**src/rtl/forwarding_unit_pkg.sv**
```systemverilog
// Shared operand-use classification between forwarding_unit and hazard_unit.
// Latency: n/a (types only).
// Backpressure: n/a.
package forwarding_unit_pkg;

    // NoType: instruction reads no register operand in ID.
    // Type1 : operands consumed in EX (forwarding covers everything but load-use).
    // Type2 : operands consumed in ID itself (branch compare), so EX/MEM producers stall.
    typedef enum logic [1:0] {
        NoType = 2'd0,
        Type1  = 2'd1,
        Type2  = 2'd2
    } forwarding_type_t;

endpackage

```
**src/rtl/hazard_unit_pkg.sv**
```systemverilog
// Types and helpers for the pipeline hazard controller.
// Latency: n/a (types and a pure function).
// Backpressure: n/a.
package hazard_unit_pkg;

    typedef enum logic {
        Run     = 1'b0,
        MemWait = 1'b1
    } hazard_state_t;

    // True when a source register is produced by a live writer; x0 never matches.
    function automatic logic match(input logic [4:0] rs,
                                   input logic [4:0] rd,
                                   input logic       we);
        return (rs == rd) && (rd != 5'd0) && we;
    endfunction

endpackage

```
**src/rtl/sat_counter.sv**
```systemverilog
// Up-counter that sticks at all-ones; synchronous clear wins over increment.
// Latency: count visible one cycle after the increment.
// Backpressure: none; inc_i is ignored once saturated.
//   clock, reset : clock and async active-high reset
//   clr_i, inc_i : synchronous clear and increment
//   q_o          : current count
module sat_counter #(
    parameter int W = 8
) (
    input  logic         clock,
    input  logic         reset,
    input  logic         clr_i,
    input  logic         inc_i,
    output logic [W-1:0] q_o
);

    logic [W-1:0] q_q;

    always_ff @(posedge clock or posedge reset) begin
        if (reset) begin
            q_q <= '0;
        end else if (clr_i) begin
            q_q <= '0;
        end else if (inc_i && (q_q != {W{1'b1}})) begin
            q_q <= q_q + W'(1);
        end
    end

    assign q_o = q_q;

endmodule

```
**src/rtl/hazard_unit.sv**
```systemverilog
// Per-stage stall/flush control for load-use, ID-operand and data-memory wait hazards.
// Latency: stall/flush outputs are combinational from state + inputs (same cycle).
// Backpressure: a data-memory wait holds every stage; a redirect seen mid-wait is deferred to the ack cycle.
//   Inputs : ID operand class/sources, EX/MEM destination info, flush_req_ex, trap_req, mem_req/mem_ack
//   Outputs: stall_if/id/ex/mem, flush_id/ex/mem, sticky mem_timeout
//   Optional: define HAZARD_PERF_EN to add stall_cycles (count of cycles with stall_if high)
module hazard_unit
    import forwarding_unit_pkg::*;
    import hazard_unit_pkg::*;
#(
    parameter int MEM_TIMEOUT = 255
) (
    input  logic             clock,
    input  logic             reset,
    input  forwarding_type_t forwarding_type_id,
    input  logic [4:0]       rs1_id,
    input  logic [4:0]       rs2_id,
    input  logic [4:0]       rd_ex,
    input  logic             reg_we_ex,
    input  logic             mem_rd_en_ex,
    input  logic             zicsr_ex,
    input  logic [4:0]       rd_mem,
    input  logic             reg_we_mem,
    input  logic             mem_rd_en_mem,
    input  logic             flush_req_ex,
    input  logic             trap_req,
    input  logic             mem_req,
    input  logic             mem_ack,
    output logic             stall_if,
    output logic             stall_id,
    output logic             stall_ex,
    output logic             stall_mem,
    output logic             flush_id,
    output logic             flush_ex,
    output logic             flush_mem,
    output logic             mem_timeout
`ifdef HAZARD_PERF_EN
    ,
    output logic [31:0]      stall_cycles
`endif
);

    localparam int CNT_W = $clog2(MEM_TIMEOUT + 1);
    // Timeout is registered, so it must be armed on the cycle the count reaches MEM_TIMEOUT.
    localparam logic [CNT_W-1:0] TIMEOUT_M1 = CNT_W'(MEM_TIMEOUT - 1);

    hazard_state_t    state_q, state_d;
    logic             flush_pend_q, flush_pend_d;
    logic             timeout_q, timeout_d;
    logic [CNT_W-1:0] wait_cnt_q;

    logic operand_used;
    logic load_use;
    logic id_operand;
    logic data_hazard;
    logic wait_active;
    logic ack_cycle;

    // ---------------- hazard detection ----------------
    assign operand_used = (forwarding_type_id != NoType);

    assign load_use = mem_rd_en_ex && operand_used &&
                      (match(rs1_id, rd_ex, reg_we_ex) || match(rs2_id, rd_ex, reg_we_ex));

    // CSR results are forwarded to rs1 late enough that only rs2 needs a stall on them.
    assign id_operand = (forwarding_type_id == Type2) &&
                        (match(rs1_id, rd_ex, reg_we_ex && !zicsr_ex) ||
                         match(rs2_id, rd_ex, reg_we_ex) ||
                         match(rs1_id, rd_mem, reg_we_mem && mem_rd_en_mem) ||
                         match(rs2_id, rd_mem, reg_we_mem && mem_rd_en_mem));

    assign data_hazard = load_use || id_operand;

    // Stalls begin on the request cycle itself, not one cycle after entering MemWait.
    assign wait_active = !trap_req &&
                         (((state_q == Run) && mem_req && !mem_ack) ||
                          ((state_q == MemWait) && !mem_ack));

    assign ack_cycle = !trap_req && (state_q == MemWait) && mem_ack;

    // ---------------- state register ----------------
    always_ff @(posedge clock or posedge reset) begin
        if (reset) begin
            state_q <= Run;
        end else begin
            state_q <= state_d;
        end
    end

    // ---------------- next state ----------------
    always_comb begin
        state_d = state_q;
        if (trap_req) begin
            state_d = Run;
        end else begin
            case (state_q)
                Run:     if (mem_req && !mem_ack) state_d = MemWait;
                MemWait: if (mem_ack)             state_d = Run;
                default: state_d = Run;
            endcase
        end
    end

    // ---------------- outputs ----------------
    always_comb begin
        stall_if  = 1'b0;
        stall_id  = 1'b0;
        stall_ex  = 1'b0;
        stall_mem = 1'b0;
        flush_id  = 1'b0;
        flush_ex  = 1'b0;
        flush_mem = 1'b0;
        if (reset) begin
            // everything stays low while reset is held
        end else if (trap_req) begin
            flush_id  = 1'b1;
            flush_ex  = 1'b1;
            flush_mem = 1'b1;
        end else if (wait_active) begin
            stall_if  = 1'b1;
            stall_id  = 1'b1;
            stall_ex  = 1'b1;
            stall_mem = 1'b1;
        end else if (flush_req_ex || (ack_cycle && flush_pend_q)) begin
            // Redirect squashes the hazarding instruction, so no stall is needed.
            flush_id = 1'b1;
            flush_ex = 1'b1;
        end else if (data_hazard) begin
            stall_if = 1'b1;
            stall_id = 1'b1;
            flush_ex = 1'b1;
        end
    end

    // ---------------- pending redirect and timeout ----------------
    always_comb begin
        flush_pend_d = 1'b0;
        timeout_d    = timeout_q;
        if (trap_req) begin
            timeout_d = 1'b0;
        end else begin
            if (wait_active) begin
                flush_pend_d = flush_pend_q || flush_req_ex;
            end
            if (wait_active && (wait_cnt_q >= TIMEOUT_M1)) begin
                timeout_d = 1'b1;
            end
        end
    end

    always_ff @(posedge clock or posedge reset) begin
        if (reset) begin
            flush_pend_q <= 1'b0;
            timeout_q    <= 1'b0;
        end else begin
            flush_pend_q <= flush_pend_d;
            timeout_q    <= timeout_d;
        end
    end

    assign mem_timeout = timeout_q;

    // Counts wait cycles; any non-wait cycle (including a trap) clears it.
    sat_counter #(
        .W (CNT_W)
    ) u_wait_cnt (
        .clock (clock),
        .reset (reset),
        .clr_i (!wait_active),
        .inc_i (wait_active),
        .q_o   (wait_cnt_q)
    );

`ifdef HAZARD_PERF_EN
    logic [31:0] stall_cycles_q;

    always_ff @(posedge clock or posedge reset) begin
        if (reset) begin
            stall_cycles_q <= 32'd0;
        end else if (stall_if) begin
            stall_cycles_q <= stall_cycles_q + 32'd1;
        end
    end

    assign stall_cycles = stall_cycles_q;
`endif

endmodule

```
**config.mk**
```make
export PLATFORM = sky130hd
export DESIGN_NAME = hazard_unit
export DESIGN_NICKNAME = d
export VERILOG_FILES = /design/src/rtl/forwarding_unit_pkg.sv /design/src/rtl/hazard_unit_pkg.sv /design/src/rtl/sat_counter.sv /design/src/rtl/hazard_unit.sv
export SDC_FILE = /design/constraint.sdc
export NUM_CORES = 1
export LEC_CHECK = 0
export CORE_MARGIN = 4
export CORE_UTILIZATION = 41
export CTS_CLUSTER_DIAMETER = 40
export CTS_CLUSTER_SIZE = 40
export DETAILED_ROUTE_END_ITERATION = 16
export GPL_ROUTABILITY_DRIVEN = 0
export PLACE_DENSITY = 0.88
export SLEW_MARGIN = 20
export SYNTH_ARGS = -nofsm -noshare
export SYNTH_HDL_FRONTEND = slang
export SYNTH_SLANG_ARGS = --single-unit
export TNS_END_PERCENT = 50
```
**constraint.sdc**
```tcl
create_clock -name clock -period 1.47 [get_ports clock]
set_input_delay 0.294 -clock clock [delete_from_list [all_inputs] [get_ports clock]]
set_output_delay 0.294 -clock clock [all_outputs]
set_load 0.02 [all_outputs]
```
==> report_table.html, run 1 <==
<table>
<tr><th>Metric</th><th>Value</th></tr>
<tr><th colspan="2">Hold path</th></tr>
<tr><td>Hold Path Class</td><td>in2async</td></tr>
<tr><th colspan="2">Finish</th></tr>
<tr><td>Synthesis-to-layout area growth</td><td>70.9%</td></tr>
<tr><td>Fill count</td><td>126</td></tr>
<tr><td>Final standard cell utilization of the core</td><td>0.759</td></tr>
<tr><td>Fin nets</td><td>198</td></tr>
<tr><td>Diode count</td><td>0</td></tr>
<tr><td>Ratio of cells with drive above 1 in the final layout</td><td>0.315</td></tr>
<tr><th colspan="2">Critical path</th></tr>
<tr><td>R2R depth</td><td>5</td></tr>
<tr><td>Worst reg2reg setup slack</td><td>0.04 ns</td></tr>
<tr><td>Crit. End Element</td><td>primary output</td></tr>
<tr><td>Slowest cell delay on critical path</td><td>0.39 ns</td></tr>
<tr><td>Total buffers and inverters traversed by the critical path</td><td>1</td></tr>
<tr><td>Required time at the endpoint of the critical path</td><td>1.18 ns</td></tr>
<tr><td>Kind of cell adding the most delay to the critical path</td><td>compound AO/OA/AOI/OAI gates</td></tr>
<tr><td>Slowest cell on the critical path</td><td>dfrtp_1</td></tr>
<tr><td>Maximum fanout count along the critical path</td><td>2</td></tr>
<tr><td>Arrival time at the worst endpoint</td><td>1.60 ns</td></tr>
<tr><td>Cells traversed along the worst timing path</td><td>a41o_1, o211a_4, a221oi_2, nor3_2, buf_4</td></tr>
<tr><td>CP Launch Type</td><td>flop</td></tr>
<tr><td>Class of the most critical setup path</td><td>reg2out</td></tr>
<tr><td>Cell count along the critical path</td><td>5</td></tr>
<tr><th colspan="2">Synthesis</th></tr>
<tr><td>Fraction of synthesized cell area in xor and xnor cells</td><td>0.224</td></tr>
<tr><td>Adder and majority gate portion of the synthesized area</td><td>0.0279</td></tr>
<tr><td>Cell taking the most area after synthesis</td><td>dfrtp_1</td></tr>
<tr><td>Post-synthesis sequential area ratio</td><td>0.306</td></tr>
<tr><td>Combined area of all synthesized cells</td><td>898 µm²</td></tr>
<tr><td>Count of cell types in the netlist</td><td>30</td></tr>
<tr><td>Dominant combinational cell family by area after synthesis</td><td>XOR/XNOR gates</td></tr>
<tr><td>Number of nets produced by synthesis</td><td>139</td></tr>
<tr><td>Number of warning messages in the yosys log</td><td>0</td></tr>
<tr><td>Fraction of the mapped netlist area in simple logic gates</td><td>0.220</td></tr>
<tr><td>Mapped Avg Cell Area</td><td>8.64 µm²</td></tr>
<tr><td>Number of register bits inferred by synthesis</td><td>11</td></tr>
<tr><td>Mapped Cells</td><td>104</td></tr>
<tr><td>Area fraction in compound gates after synthesis</td><td>0.184</td></tr>
<tr><td>Multiplexer share of the synthesized area</td><td>0</td></tr>
<tr><td>Cell types occupying the most area after synthesis</td><td>dfrtp_1 (31%), xnor2_1 (22%), nor2_1 (4.6%), a31oi_1 (3.5%), nand3_1 (3.3%)</td></tr>
<tr><td>Yosys top cell area share</td><td>0.306</td></tr>
<tr><th colspan="2">Clock network</th></tr>
<tr><td>Clk sink count</td><td>11</td></tr>
<tr><td>Clock latency reported for the late side of the worst-skew pair</td><td>0.27 ns</td></tr>
<tr><td>Clock root cell</td><td>clkbuf_4</td></tr>
<tr><td>Hold buffer count at cts</td><td>0</td></tr>
<tr><td>Number of H-tree branching levels</td><td>1</td></tr>
<tr><td>Number of buffers inserted during clock tree synthesis</td><td>3</td></tr>
<tr><td>TritonCTS clock tree</td><td>done</td></tr>
<tr><td>Clock edge transition at the registers on the reported setup and hold paths</td><td>0.07 ns</td></tr>
<tr><td>Maximum clock path buffer count</td><td>2</td></tr>
<tr><th colspan="2">Route</th></tr>
<tr><td>Number of vias per cell</td><td>5.60</td></tr>
<tr><td>First DRT Iteration DRCs</td><td>17</td></tr>
<tr><td>Vias after detailed routing</td><td>1059</td></tr>
<tr><td>Detailed-route DRC error count</td><td>0</td></tr>
<tr><td>Total Routed Length</td><td>3150 µm</td></tr>
<tr><td>Post-DRT Antenna Nets</td><td>0</td></tr>
<tr><td>Pre-Repair DR Iteration Count</td><td>4</td></tr>
<tr><td>Post-detailed-route wirelength per cell</td><td>16.7 µm</td></tr>
<tr><th colspan="2">Pwr</th></tr>
<tr><td>Pwr/cell area</td><td>528 mW/mm²</td></tr>
<tr><td>Static leakage</td><td>0.667 nW</td></tr>
<tr><td>Worst vdd ir</td><td>728 µV</td></tr>
<tr><th colspan="2">Status</th></tr>
<tr><td>Violated checks</td><td>negative setup slack</td></tr>
<tr><td>Run status</td><td>finished with violations</td></tr>
<tr><th colspan="2">Floorplanning</th></tr>
<tr><td>Die footprint</td><td>0.00300 mm²</td></tr>
<tr><td>Initial cell density of the core</td><td>0.444</td></tr>
<tr><td>Horizontal die dimension</td><td>54.8 µm</td></tr>
<tr><td>I/O pins</td><td>41</td></tr>
<tr><td>Core Box Area</td><td>0.00202 mm²</td></tr>
<tr><td>Die Ht</td><td>54.8 µm</td></tr>
<tr><td>Std-Cell Rows</td><td>16</td></tr>
<tr><th colspan="2">Placed design</th></tr>
<tr><td>Post-place setup slack</td><td>-1.12 ns</td></tr>
<tr><td>HPWL Detailed</td><td>2300 µm</td></tr>
<tr><td># port buffers</td><td>40</td></tr>
<tr><th colspan="2">GRT</th></tr>
<tr><td>Number of global-route vias before repair</td><td>1090</td></tr>
<tr><td>Global-route met3 utilization</td><td>0.0545</td></tr>
<tr><td>Most used routing layer</td><td>met2</td></tr>
<tr><td>Wire length of the first global-routing pass</td><td>4850 µm</td></tr>
<tr><td>Antenna violations before repair</td><td>0</td></tr>
<tr><td>Pin count of the biggest net entering global routing</td><td>12</td></tr>
<tr><td>Met2 GRT Util</td><td>0.439</td></tr>
<tr><td>GR Util met1</td><td>0.245</td></tr>
<tr><td>Grt total ovfl</td><td>0</td></tr>
<tr><td>Global-route usage over all layers</td><td>0.229</td></tr>
<tr><th colspan="2">Timing</th></tr>
<tr><td>Clock Skew</td><td>0.000884 ns</td></tr>
<tr><td>Final hold slack</td><td>0.304 ns</td></tr>
<tr><td>Hold Vio Cnt, Final</td><td>0</td></tr>
<tr><td>Slew at the pin closest to its max-slew limit</td><td>0.257 ns</td></tr>
<tr><td>Slack of the critical path</td><td>-0.422 ns</td></tr>
<tr><td>Share of the cycle needed by the critical path after routing</td><td>1.29</td></tr>
<tr><td>Time the final worst path needs with I/O delays and setup</td><td>1.89 ns</td></tr>
<tr><td>Max_slew headroom</td><td>0.827</td></tr>
<tr><td>Final setup violation count</td><td>6</td></tr>
<tr><td>Maximum operating frequency</td><td>0.529 GHz</td></tr>
<tr><td>Unrepaired setup endpoints after global routing</td><td>yes</td></tr>
<tr><td>Max-slew violation count</td><td>0</td></tr>
<tr><th colspan="2">Flow run</th></tr>
<tr><td>Number of max-cap violations</td><td>0</td></tr>
</table>
synth_stat cells:
cell,number
xnor2_1,23
dfrtp_1,11
nor2_1,11
nand2_1,6
nand3_1,6
a31oi_1,5
inv_1,5
nor3_1,5
o21ai_0,5
a21oi_1,3
buf_4,2
ha_1,2
nand4_1,2
o22ai_1,2
a211oi_1,1
a211oi_2,1
a221oi_2,1
a41o_1,1
and2_1,1
and3_2,1
and3_4,1
nand2_2,1
nand3_2,1
nor2_4,1
nor2b_1,1
nor3b_1,1
o2111ai_1,1
o211a_1,1
o21ai_2,1
o2bb2ai_1,1
cell usage in the layout, fill, tap and decap left out, types with 3 or more instances in the layout:
master	count
inv_1	5
nor2_1	10
clkbuf_4	3
dlygate4sd2_1	28
nand2_2	3
nand3_1	5
buf_6	8
xnor2_1	23
clkdlybuf4s50_1	5
nand2_1	4
o21ai_0	3
dfrtp_1	10
a31oi_1	5
buf_4	14
final timing paths:
check,startpoint,end
max,flush_pend_q$_DFF_PP0_,flush_ex
min,reset,u_wait_cnt.q_o[3]$_DFFE_PP0P_
max reg2reg,u_wait_cnt.q_o[0]$_DFFE_PP0P_,u_wait_cnt.q_o[1]$_DFFE_PP0P_
min reg2reg,mem_timeout$_DFFE_PP0P_,mem_timeout$_DFFE_PP0P_
max in group asynchronous,reset,u_wait_cnt.q_o[1]$_DFFE_PP0P_
min in group clock,flush_req_ex,flush_pend_q$_DFF_PP0_
worst min-delay path, stage by stage:
cell and delay (ns):
dlygate4sd2_1 0.30, inv_1 0.12, buf_4 0.21
area by class of cell:
type                       instances  area [µm²]  share of cell area
multi-input combinational         86         684               0.446
timing repair buffer              56         495               0.323
clock buffer                       4        26.3              0.0171
sequential                        11         277               0.180
inverter                           5        18.8              0.0122
tap                               27        33.8              0.0220
where the power goes:
part / switching (mW) / internal [mW] / total, mW
Sequential: 0.00431 / 0.307 / 0.311
Combinational: 0.138 / 0.155 / 0.294
Clock: 0.101 / 0.105 / 0.206
Total: 0.243 / 0.567 / 0.810
registers in the layout (all words and copies together), names as in the netlist:
| signal | count |
|---|---|
| u_wait_cnt.q_o | 8 |
| flush_pend_q | 1 |
| mem_timeout | 1 |
| state_q | 1 |
timing repair:
action	4_1_cts	5_1_grt
setup buffers	3	3
pin swaps	10	4
setup endpoints to repair	12	11
resized for setup	82	6
stage by stage:
step / area, µm² / std cells / TNS (ns) / power (mW)
final: 1540 / 189 / -1.92 / 0.810
after global routing: 1540 / 189 / -2.20 / 0.850
after CTS: 1510 / 187 / -1.58 / 0.796
after detailed placement: 1420 / 180 / -6.76 / 0.592
after global placement: 1420 / 180 / -6.26 / 0.584
after floorplan: 921 / 104 / -0.194 / 0.429
cell families (layout without fill, tap and decap cells):
| group | after synthesis | after routing |
|---|---|---|
| xor gates and xnor gates | 23 | 23 |
| DFF | 11 | 11 |
| adders and majority gates | 2 | 2 |
| and+or+nand+nor | 38 | 38 |
| AOI/OAI and AO/OA | 23 | 23 |
| buffers and inverters | 7 | 65 |
routing by layer:
layer  share of wire  wire length [µm]
met1            0.38              1210
met2            0.53              1670
met3           0.052               164
met4           0.033               103
met5               0                 0
Power figures use the tool's default switching activity.
==> run 2: changes to the inputs <==
Settings changed: ABC_AREA set to 1, CORE_UTILIZATION 41 to 46, PLACE_DENSITY 0.88 to 0.94.
Clock period 1.47 ns to 2.3 ns, I/O delays scaled along.
==> run 2 against run 1 <==
  * The run still ends with negative setup slack left
  * Via count grew 12%
  * Global-route usage is 1.4 points lower
  * Area after synthesis is 13% higher
  * Clock power is 37% lower
  * Clock-buffer cell count unchanged
==> report_table.html, run 2 <==
<table>
<tr><th>Metric</th><th>Value</th></tr>
<tr><th colspan="2">Clock network</th></tr>
<tr><td>Clock root cell</td><td>clkbuf_4</td></tr>
<tr><td>Clock latency reported for the late side of the worst-skew pair</td><td>0.27 ns</td></tr>
<tr><td>Hold buffer count at cts</td><td>0</td></tr>
<tr><td>Clk sink count</td><td>11</td></tr>
<tr><td>Clock edge transition at the registers on the reported setup and hold paths</td><td>0.07 ns</td></tr>
<tr><td>Number of H-tree branching levels</td><td>1</td></tr>
<tr><td>Maximum clock path buffer count</td><td>2</td></tr>
<tr><td>TritonCTS clock tree</td><td>done</td></tr>
<tr><td>Number of buffers inserted during clock tree synthesis</td><td>3</td></tr>
<tr><th colspan="2">Timing</th></tr>
<tr><td>Final hold slack</td><td>0.480 ns</td></tr>
<tr><td>Max_slew headroom</td><td>0.737</td></tr>
<tr><td>Share of the cycle needed by the critical path after routing</td><td>1.00</td></tr>
<tr><td>Slack of the critical path</td><td>-0.00833 ns</td></tr>
<tr><td>Clock Skew</td><td>0.00996 ns</td></tr>
<tr><td>Maximum operating frequency</td><td>0.433 GHz</td></tr>
<tr><td>Final setup violation count</td><td>2</td></tr>
<tr><td>Time the final worst path needs with I/O delays and setup</td><td>2.31 ns</td></tr>
<tr><td>Hold Vio Cnt, Final</td><td>0</td></tr>
<tr><td>Unrepaired setup endpoints after global routing</td><td>yes</td></tr>
<tr><td>Slew at the pin closest to its max-slew limit</td><td>0.392 ns</td></tr>
<tr><td>Max-slew violation count</td><td>0</td></tr>
<tr><th colspan="2">Placed design</th></tr>
<tr><td># port buffers</td><td>40</td></tr>
<tr><td>Post-placement cell count</td><td>229</td></tr>
<tr><td>HPWL Detailed</td><td>2420 µm</td></tr>
<tr><th colspan="2">Critical path</th></tr>
<tr><td>Required time at the endpoint of the critical path</td><td>1.84 ns</td></tr>
<tr><td>Class of the most critical setup path</td><td>in2out</td></tr>
<tr><td>Arrival time at the worst endpoint</td><td>1.85 ns</td></tr>
<tr><td>Crit. End Element</td><td>primary output</td></tr>
<tr><td>Critical R2R Launch</td><td>u_wait_cnt.q_o[1]$_DFFE_PP0P_</td></tr>
<tr><td>Capture point of the worst reg-to-reg path</td><td>u_wait_cnt.q_o[7]$_DFFE_PP0P_</td></tr>
<tr><td>R2R depth</td><td>8</td></tr>
<tr><td>Worst reg2reg setup slack</td><td>0.71 ns</td></tr>
<tr><td>Maximum fanout count along the critical path</td><td>4</td></tr>
<tr><td>CP Launch Type</td><td>input port</td></tr>
<tr><th colspan="2">Synthesis</th></tr>
<tr><td>Count leader, synth</td><td>nand2_1</td></tr>
<tr><td>Ys async rst share</td><td>1.00</td></tr>
<tr><td>Yosys top cell area share</td><td>0.272</td></tr>
<tr><td>Mapped Cells</td><td>160</td></tr>
<tr><td>Number of nets produced by synthesis</td><td>195</td></tr>
<tr><td>Number of warning messages in the yosys log</td><td>0</td></tr>
<tr><td>Top cells by instance count after synthesis</td><td>nand2_1 (49), inv_1 (22), nor2_1 (22), dfrtp_1 (11), nand3_1 (11)</td></tr>
<tr><td>Number of register bits inferred by synthesis</td><td>11</td></tr>
<tr><td>Cell types occupying the most area after synthesis</td><td>dfrtp_1 (27%), nand2_1 (18%), inv_1 (8.1%), nor2_1 (8.1%), nand3_1 (5.4%)</td></tr>
<tr><td>Count of cell types in the netlist</td><td>26</td></tr>
<tr><td>Number of synthesized flops with an enable pin</td><td>0</td></tr>
<tr><td>Combined area of all synthesized cells</td><td>0.00101 mm²</td></tr>
<tr><td>Post-synthesis sequential area ratio</td><td>0.272</td></tr>
<tr><td>Cell taking the most area after synthesis</td><td>dfrtp_1</td></tr>
<tr><td>Dominant register cell in the synthesized netlist</td><td>dfrtp_1</td></tr>
<tr><td>Mapped Avg Cell Area</td><td>6.33 µm²</td></tr>
<tr><th colspan="2">Pwr</th></tr>
<tr><td>Worst vdd ir</td><td>428 µV</td></tr>
<tr><td>Pwr/cell area</td><td>336 mW/mm²</td></tr>
<tr><td>Static leakage</td><td>0.786 nW</td></tr>
<tr><th colspan="2">Finish</th></tr>
<tr><td>Max FFs per register</td><td>8</td></tr>
<tr><td>Ratio of cells with drive above 1 in the final layout</td><td>0.165</td></tr>
<tr><td>Commonest cells after routing, fill and taps aside</td><td>nand2_1 (49), nor2_1 (21), inv_1 (20), dlygate4sd2_1 (20)</td></tr>
<tr><td>Register area</td><td>275 µm²</td></tr>
<tr><td>Post-route non-filler standard cell count</td><td>233</td></tr>
<tr><td>Fill count</td><td>168</td></tr>
<tr><td>Diode count</td><td>0</td></tr>
<tr><td>Synthesis-to-layout area growth</td><td>43.5%</td></tr>
<tr><td>Leading cell type in the layout, fill and taps excluded</td><td>nand2_1</td></tr>
<tr><td>Fin nets</td><td>242</td></tr>
<tr><td>Area occupied by multi-input gates</td><td>633 µm²</td></tr>
<tr><th colspan="2">Route</th></tr>
<tr><td>Post-detailed-route wirelength per cell</td><td>13.2 µm</td></tr>
<tr><td>Detailed-route DRC error count</td><td>0</td></tr>
<tr><td>Total Routed Length</td><td>3090 µm</td></tr>
<tr><td>Pre-Repair DR Iteration Count</td><td>4</td></tr>
<tr><td>First DRT Iteration DRCs</td><td>29</td></tr>
<tr><td>Post-DRT Antenna Nets</td><td>0</td></tr>
<tr><td>Number of vias per cell</td><td>5.10</td></tr>
<tr><td>Vias after detailed routing</td><td>1188</td></tr>
<tr><th colspan="2">Floorplanning</th></tr>
<tr><td>I/O pins</td><td>41</td></tr>
<tr><td>Core Box Area</td><td>0.00202 mm²</td></tr>
<tr><td>Initial cell density of the core</td><td>0.501</td></tr>
<tr><td>Die Ht</td><td>54.9 µm</td></tr>
<tr><td>Horizontal die dimension</td><td>54.9 µm</td></tr>
<tr><td>Die footprint</td><td>0.00302 mm²</td></tr>
<tr><td>Std-Cell Rows</td><td>16</td></tr>
<tr><th colspan="2">GRT</th></tr>
<tr><td>Global-route usage over all layers</td><td>0.215</td></tr>
<tr><td>Number of global-route vias before repair</td><td>1130</td></tr>
<tr><td>Pin count of the biggest net entering global routing</td><td>12</td></tr>
<tr><td>Wire length of the first global-routing pass</td><td>4670 µm</td></tr>
<tr><td>Antenna violations before repair</td><td>0</td></tr>
<tr><td>Grt total ovfl</td><td>0</td></tr>
<tr><th colspan="2">Hold path</th></tr>
<tr><td>Hold Path Class</td><td>reg2reg</td></tr>
<tr><td>Cell depth of the worst hold path</td><td>1</td></tr>
<tr><td>Worst hold path endpoint</td><td>u_wait_cnt.q_o[7]$_DFFE_PP0P_</td></tr>
<tr><td>Min-Delay Startpoint</td><td>u_wait_cnt.q_o[7]$_DFFE_PP0P_</td></tr>
<tr><th colspan="2">Status</th></tr>
<tr><td>Violated checks</td><td>negative setup slack</td></tr>
<tr><td>Run status</td><td>finished with violations</td></tr>
<tr><th colspan="2">Flow run</th></tr>
<tr><td>Number of max-cap violations</td><td>0</td></tr>
</table>
-- run 2: cell count changes after synthesis, sizes merged, moves of 2 or more --
cell	previous run	this run
nand2	7	49
inv	5	28
xnor2	23	6
nor2	12	24
nand3	7	13
a31oi	5	1
o21ai	6	3
xor2	0	3
a21oi	3	5
and3	2	0
o22ai	2	0
-- run 2: cell type report --
type / instances / area share
inverters: 28 / 0.0723
flip-flops and latches: 11 / 0.189
well taps: 27 / 0.0232
clock buffers: 4 / 0.0181
repair buffers: 44 / 0.262
multi-input cells: 119 / 0.435
-- run 2: routing by layer --
layer  routed length [µm]  up-vias  GRT usage
met1                 1240      551      0.232
met3                  202        4     0.0751
met2                 1620       39      0.394
met5                    0        -          0
li1                     -      594          -
met4                   21        0     0.0567
-- run 2: timing repair --
| action | in CTS | in global routing |
|---|---|---|
| resized for setup | 42 | 14 |
| buffers inserted | 0 | 0 |
| endpoints found under the setup margin | 7 | 6 |
| pin swaps | 5 | 3 |
-- run 2: per-stage QoR --
step	cell area (µm²)	TNS [ns]	total power, mW	setup WS, ns	utilization
6_report	1450	-0.0148	0.489	-0.00833	0.719
3_5_place_dp	1460	-2.63	0.375	-0.650	0.723
3_3_place_gp	1460	-2.40	0.369	-0.618	0.723
2_1_floorplan	1010	0	0.277	0.280	-
5_1_grt	1450	-0.355	0.523	-0.163	0.719
4_1_cts	1460	-0.00369	0.488	-0.00369	0.723
-- run 2: power by group --
part	internal (mW)	total [mW]	leakage, nW	switching [mW]
Combinational	0.0746	0.161	0.619	0.0869
Sequential	0.196	0.198	0.152	0.00226
Clock	0.0671	0.129	0.0150	0.0622
-- run 2: cells by family after synthesis --
kind of cell | synth area share
flops | 0.272
simple gates | 0.405
fa+ha+maj | 0.0247
xor+xnor | 0.0778
buf+inv | 0.119
compound gates | 0.102
-- run 2: worst max-delay path: stages --
cell and delay (ns):
dlygate4sd2_1 0.28, inv_2 0.05, nand2_1 0.06, nand2_1 0.05
nor2_1 0.13, nand3_1 0.11, nand2_1 0.08, nand2_1 0.04
nand3_1 0.07, nand2_1 0.05, nand2_1 0.07, nand2_1 0.07
a21oi_2 0.18, buf_6 0.14
-- run 2: worst max-delay path by stage --
stage / from / end / slack (ns) / cells past startpoint
final: rd_mem[0] / stall_if / -0.008 / 14
after global placement: rd_ex[1] / stall_id / -0.62 / 11
after CTS: trap_req / stall_mem / -0.004 / 5
after detailed placement: rd_mem[3] / stall_id / -0.65 / 14
after global routing: rd_mem[0] / stall_if / -0.16 / 14
after floorplan: rd_ex[2] / stall_if / 0.28 / 10
